`src/rtl/univ_shift_seq.sv`:
```
// univ_shift_seq: N-bit universal shift/rotate register, one bit per clock.
// Multi-bit amount is executed serially under a start/busy/done handshake.
//
// Ports:
//   clk       rising-edge clock
//   reset     asynchronous active-low reset
//   start     request pulse, accepted when not busy (also accepted in DONE)
//   mode      3-bit operation select, latched on accept
//   amount    AW-bit shift count, latched on accept
//   data_in   parallel load value (load mode only)
//   ser_in_l  MSB fill for logical right shift, sampled every step
//   ser_in_r  LSB fill for logical left shift, sampled every step
//   data_out  register contents
//   ser_out   bit most recently shifted/rotated out
//   busy      high while stepping
//   done      one-cycle completion pulse
module univ_shift_seq #(
  parameter int N  = 8,
  parameter int AW = 3
) (
  input  logic          clk,
  input  logic          reset,
  input  logic          start,
  input  logic [2:0]    mode,
  input  logic [AW-1:0] amount,
  input  logic [N-1:0]  data_in,
  input  logic          ser_in_l,
  input  logic          ser_in_r,
  output logic [N-1:0]  data_out,
  output logic          ser_out,
  output logic          busy,
  output logic          done
);

  typedef enum logic [1:0] {
    S_IDLE  = 2'd0,
    S_SHIFT = 2'd1,
    S_DONE  = 2'd2
  } state_t;

  localparam logic [2:0] M_HOLD = 3'b000;
  localparam logic [2:0] M_SHL  = 3'b001;
  localparam logic [2:0] M_SHR  = 3'b010;
  localparam logic [2:0] M_LOAD = 3'b011;
  localparam logic [2:0] M_ROL  = 3'b100;
  localparam logic [2:0] M_ROR  = 3'b101;
  localparam logic [2:0] M_ASR  = 3'b110;

  localparam logic [AW-1:0] CNT_ONE = AW'(1);

  state_t        state_q, state_n;
  logic [N-1:0]  data_q, data_n;
  logic          ser_q, ser_n;
  logic [AW-1:0] cnt_q, cnt_n;
  logic [2:0]    mode_q, mode_n;

  logic [N-1:0]  step_data;
  logic          step_ser;
  logic          req_shift;

  // Only the five real shift modes ever enter SHIFT; hold,
  // reserved and a zero count complete straight away.
  assign req_shift = (mode == M_SHL) || (mode == M_SHR) ||
                     (mode == M_ROL) || (mode == M_ROR) ||
                     (mode == M_ASR);

  // Single-bit step on the latched mode. Fill bits are taken
  // live from the ports at each step edge.
  always_comb begin
    step_data = data_q;
    step_ser  = ser_q;
    unique case (1'b1)
      (mode_q == M_SHL): begin
        step_data = {data_q[N-2:0], ser_in_r};
        step_ser  = data_q[N-1];
      end
      (mode_q == M_SHR): begin
        step_data = {ser_in_l, data_q[N-1:1]};
        step_ser  = data_q[0];
      end
      (mode_q == M_ROL): begin
        step_data = {data_q[N-2:0], data_q[N-1]};
        step_ser  = data_q[N-1];
      end
      (mode_q == M_ROR): begin
        step_data = {data_q[0], data_q[N-1:1]};
        step_ser  = data_q[0];
      end
      (mode_q == M_ASR): begin
        step_data = {data_q[N-1], data_q[N-1:1]};
        step_ser  = data_q[0];
      end
      default: begin
        step_data = data_q;
        step_ser  = ser_q;
      end
    endcase
  end

  always_comb begin
    state_n = state_q;
    data_n  = data_q;
    ser_n   = ser_q;
    cnt_n   = cnt_q;
    mode_n  = mode_q;
    unique case (state_q)
      S_SHIFT: begin
        data_n = step_data;
        ser_n  = step_ser;
        cnt_n  = cnt_q - CNT_ONE;
        if (cnt_q == CNT_ONE) begin
          state_n = S_DONE;
        end
      end
      default: begin
        // IDLE and DONE both accept; DONE with start gives
        // back-to-back operation.
        if (start) begin
          mode_n = mode;
          if (mode == M_LOAD) begin
            data_n  = data_in;
            state_n = S_DONE;
          end else if (req_shift && (amount != '0)) begin
            cnt_n   = amount;
            state_n = S_SHIFT;
          end else begin
            state_n = S_DONE;
          end
        end else begin
          state_n = S_IDLE;
        end
      end
    endcase
  end

  always_ff @(posedge clk or negedge reset) begin
    if (!reset) begin
      state_q <= S_IDLE;
      data_q  <= '0;
      ser_q   <= 1'b0;
      cnt_q   <= '0;
      mode_q  <= M_HOLD;
    end else begin
      state_q <= state_n;
      data_q  <= data_n;
      ser_q   <= ser_n;
      cnt_q   <= cnt_n;
      mode_q  <= mode_n;
    end
  end

  assign data_out = data_q;
  assign ser_out  = ser_q;
  assign busy     = (state_q == S_SHIFT);
  assign done     = (state_q == S_DONE);

endmodule

```
`config.mk`:
```
export PLATFORM = sky130hd
export DESIGN_NAME = univ_shift_seq
export DESIGN_NICKNAME = d
export VERILOG_FILES = /design/src/rtl/univ_shift_seq.sv
export SDC_FILE = /design/constraint.sdc
export NUM_CORES = 1
export LEC_CHECK = 0
export BUFFER_PORTS_ARGS = -buffer_cell sky130_fd_sc_hd__buf_4
export CAP_MARGIN = 20
export CORE_MARGIN = 4
export CORE_UTILIZATION = 45
export CTS_BUF_LIST = sky130_fd_sc_hd__clkbuf_8
export DETAILED_ROUTE_END_ITERATION = 7
export GPL_TIMING_DRIVEN = 0
export PLACE_DENSITY = 0.83
export SLEW_MARGIN = 30
export SYNTH_ARGS = -nofsm -noshare
export SYNTH_HDL_FRONTEND = slang
export SYNTH_SLANG_ARGS = --single-unit
export TNS_END_PERCENT = 20
```
`constraint.sdc`:
```
create_clock -name clk -period 1.85 [get_ports clk]
set_input_delay 0.185 -clock clk [delete_from_list [all_inputs] [get_ports clk]]
set_output_delay 0.185 -clock clk [all_outputs]
set_load 0.01 [all_outputs]
```
==> flow_summary.ini <==
[status]
run_status = completed

[cells_and_area]
fillCellCount = 207
layout-drive-gt1-share_pct = 33.1
num-nets-final = 173
n_antenna_cell = 0
syn2layout_area_growth_pct = 30.0
final_design_area_no_fill_um2 = 1410
area.sequential_um2 = 425
multi_input_area_um2 = 621

[global_routing]
antenna_found_initial = 0
first_global_vias = 1065
global_route.overflow_total = 0
grt_start_max_net_pins = 18
grt_first_pass_wirelength_um = 4710
grt.total_usage_pct = 18.2

[pwr]
ir_worst_vdd_v = 0.00106
static-leakage-power_nw = 0.644
relative_contribution_of_combinational_cells_to_total_power_pct = 60.5
power_switching_share_pct = 43.4
power_report.internal_total_mw = 1.51
power_frac_seq_pct = 29.2
power_frac_clock_pct = 10.3
p_sw_mw = 1.15
p_per_area_nw_per_um2 = 1880

[job]
cap_violations = 0

[synth]
synthCells = 118
synth.net_count = 139
yosys.area.top_type = sky130_fd_sc_hd__dfrtp_1
post_synth_main_area_contributors = sky130_fd_sc_hd__dfrtp_1 (39%), sky130_fd_sc_hd__mux2_2 (5.2%), sky130_fd_sc_hd__nand3_1 (4.6%)
synth-seq-cells = 17
avgSynthCellArea_um2 = 9.19
mappedNetlistArea_um2 = 1080
synth_sequential_area_ratio_pct = 39.2
synthDistinctLibCells = 35
synthDominantCellAreaShare_pct = 39.2
yosys_warnings = 0

[floorplan]
boundaryPins = 30
die_width_um = 57.1
core_region_area_um2 = 2250
core.rowCount = 17
initial_utilization_pct = 48.1
die_area_um2 = 3260
fp.dieH_um = 57.1

[detailed_routing]
routed_via_density = 5.82
drc_errors = 0
wl_met1_um = 1130
route.vias.total = 1041
wl_um = 2680
met2_wire_length_um = 1260
initialDrtViolationCount = 21
ant_nets = 0
route.detailed.wl_per_inst_um = 15.0
total_met3_wirelength_after_detailed_routing_um = 200
first_pass_iters = 4
highest-signal-layer = met4

[place]
placed_inst_area_um2 = 1340
detailedPlace.worstSlack_ns = -0.132
routabilityCongestion = 0.774
port-buffer-count = 29
dp_hpwl_um = 1950

[timing]
timing.final.ws_setup_ns = 0.0864
period_minus_slack_ns = 1.76
worst-slew-pin-transition_ns = 0.498
setup_viol = 0
slew_headroom_pct = 66.8
report.final.hold_viol_count = 0
slew_violations = 0
final_min_period_over_clock_period_pct = 95.3
timing.clock.skew_ns = 0.00323
max_clock_freq_mhz = 567

[clock_tree]
clk_latency_worst_skew_pair_ns = 0.25
clock_sinks = 17
cts.htree.levels = 1
clock_path_buffers = 2
clock_tree_from_tritoncts = built
clk_pin_slew_ns = 0.06
root_buf_cell = sky130_fd_sc_hd__clkbuf_8
number_of_clock_buffers_inserted_by_tritoncts = 3

[critical_path]
crit_family = simple AND/OR/NAND/NOR gates
critical_path_arrival_ns = 1.91
cp.required_ns = 1.99
r2r_start = state_q[0]$_DFFE_PN0P_
critical_path.startpoint_type = flip-flop
criticalPathCategory = flip-flop to flip-flop
r2r_end = data_out[0]$_DFFE_PN0P_
cpMaxStageDelayCell = sky130_fd_sc_hd__or4b_4
crit_path_end_kind = flip-flop
worstSetupEndpoint = data_out[0]$_DFFE_PN0P_
crit_path_cell_trace = nand2b_4 -> inv_4 -> or4b_4 -> and2_4 -> buf_6 -> mux2_4
worst-path-stages = 6
crit_fanout = 7
critPathLaunch = state_q[0]$_DFFE_PN0P_
crit_path_max_incr_delay_ns = 0.53
reg2reg_slack_ns = 0.09
critPathBufInv = 2
worst_r2r_path_depth = 6

[min_path]
hp-class = primary input to flip-flop
==> cell type report <==
class | instances | area share (%)
Timing Repair Buffer | 32 | 17.2
Multi-Input combinational cell | 90 | 44.0
Clock inverter | 1 | 0.266
Inverter | 3 | 0.976
Sequential cell | 17 | 30.2
Buffer | 5 | 1.95
Tap cell | 28 | 2.48
Clock buffer | 3 | 2.93
==> cell families (layout without fill, tap and decap cells) <==
kind of cell               count (synthesis)  after routing  synth area share [%]
buffers and inverters                     11             44                  5.88
muxes                                      9              9                  9.34
AOI/OAI and AO/OA                         33             33                  21.0
DFF                                       17             17                  39.2
adders and majority gates                  2              2                  2.31
and+or+nand+nor                           46             46                  22.3
==> flip-flops by register name, summed over array words and instances, names as in the netlist <==
register,count
data_out,8
state_q,2
cnt_q,3
ser_out,1
mode_q,3
==> cells in the mapped netlist <==
library cell                count
sky130_fd_sc_hd__clkbuf_1       5
sky130_fd_sc_hd__nand4_1        2
sky130_fd_sc_hd__and3_1         1
sky130_fd_sc_hd__a22oi_1        1
sky130_fd_sc_hd__a31oi_1        7
sky130_fd_sc_hd__mux2i_1        3
sky130_fd_sc_hd__nor2_1        11
sky130_fd_sc_hd__inv_1          2
sky130_fd_sc_hd__nand3b_1       2
sky130_fd_sc_hd__mux2_2         5
sky130_fd_sc_hd__nand2b_2       1
sky130_fd_sc_hd__a2111oi_0      1
sky130_fd_sc_hd__a32oi_1        1
sky130_fd_sc_hd__nor2b_1        1
sky130_fd_sc_hd__or3_1          4
sky130_fd_sc_hd__nand3_1       10
sky130_fd_sc_hd__a211o_1        1
sky130_fd_sc_hd__o211ai_1       1
sky130_fd_sc_hd__o31ai_1        6
sky130_fd_sc_hd__a21boi_0       6
sky130_fd_sc_hd__dfrtp_1       17
sky130_fd_sc_hd__nand2b_1       1
sky130_fd_sc_hd__buf_6          3
sky130_fd_sc_hd__o21ai_0        3
sky130_fd_sc_hd__o311ai_0       1
sky130_fd_sc_hd__inv_2          1
sky130_fd_sc_hd__nor3b_1        1
sky130_fd_sc_hd__a21oi_1        4
sky130_fd_sc_hd__and2_4         1
sky130_fd_sc_hd__nand2_1        9
sky130_fd_sc_hd__ha_1           2
sky130_fd_sc_hd__mux2_4         1
sky130_fd_sc_hd__and2_1         1
sky130_fd_sc_hd__or4b_4         1
sky130_fd_sc_hd__a31o_2         1
==> repair_timing <==
action                     4_1_cts  5_1_grt
setup endpoints to repair        7       10
setup buffers                    2        0
pin swaps                        2        1
hold buffers                     1        0
hold endpoints to repair        17        0
resized for setup                2        5
==> metrics by stage <==
| stage | std cells | util (%) | total power, mW | hold WS [ns] | TNS (ns) |
|---|---|---|---|---|---|
| floorplan | 118 | - | 1.85 | -0.111 | -0.0506 |
| global placement | 175 | 59.4 | 2.26 | 0.0601 | -0.200 |
| detailed placement | 175 | 59.4 | 2.33 | 0.0640 | -0.460 |
| CTS | 181 | 62.6 | 2.66 | 0.181 | 0 |
| global route | 179 | 62.5 | 2.91 | 0.186 | -0.0128 |
| finish | 179 | 62.5 | 2.66 | 0.179 | 0 |
==> layer usage <==
layer / GRT usage, % / vias to the layer above
li1: - / 502
met1: 23.4 / 484
met2: 29.2 / 46
met3: 3.39 / 9
met4: 9.27 / 0
met5: 0 / -
==> cells in the final DEF (no fill, tap or decap), types with 4 or more instances in the layout <==
cell / instances
sky130_fd_sc_hd__buf_4: 31
sky130_fd_sc_hd__dfrtp_1: 17
sky130_fd_sc_hd__nor2_1: 11
sky130_fd_sc_hd__nand3_1: 9
sky130_fd_sc_hd__nand2_1: 8
sky130_fd_sc_hd__a31oi_1: 7
sky130_fd_sc_hd__a21boi_0: 6
sky130_fd_sc_hd__o31ai_1: 6
sky130_fd_sc_hd__mux2_2: 5
sky130_fd_sc_hd__a21oi_1: 4
==> power by group through the flow <==
stage | clock network [mW] | logic [mW] | registers, mW
final | 0.273 | 1.61 | 0.777
after global routing | 0.292 | 1.81 | 0.813
after detailed placement | 0 | 1.57 | 0.754
after floorplan | 0 | 1.10 | 0.753
after CTS | 0.278 | 1.64 | 0.748
after global placement | 0 | 1.52 | 0.741
==> worst min path at each step <==
stage               slack, ns  cells past startpoint     from                      end
CTS                      0.18                      2  mode[2]    mode_q[2]$_DFFE_PN0P_
finish                   0.18                      2  mode[2]    mode_q[2]$_DFFE_PN0P_
detailed placement       0.06                      1    reset  data_out[5]$_DFFE_PN0P_
global route             0.19                      2  mode[0]    mode_q[0]$_DFFE_PN0P_
floorplan               -0.11                      0    reset     cnt_q[0]$_DFFE_PN0P_
global placement         0.06                      1    reset      ser_out$_DFFE_PN0P_
No activity file was read; power rests on OpenSTA's default activity.
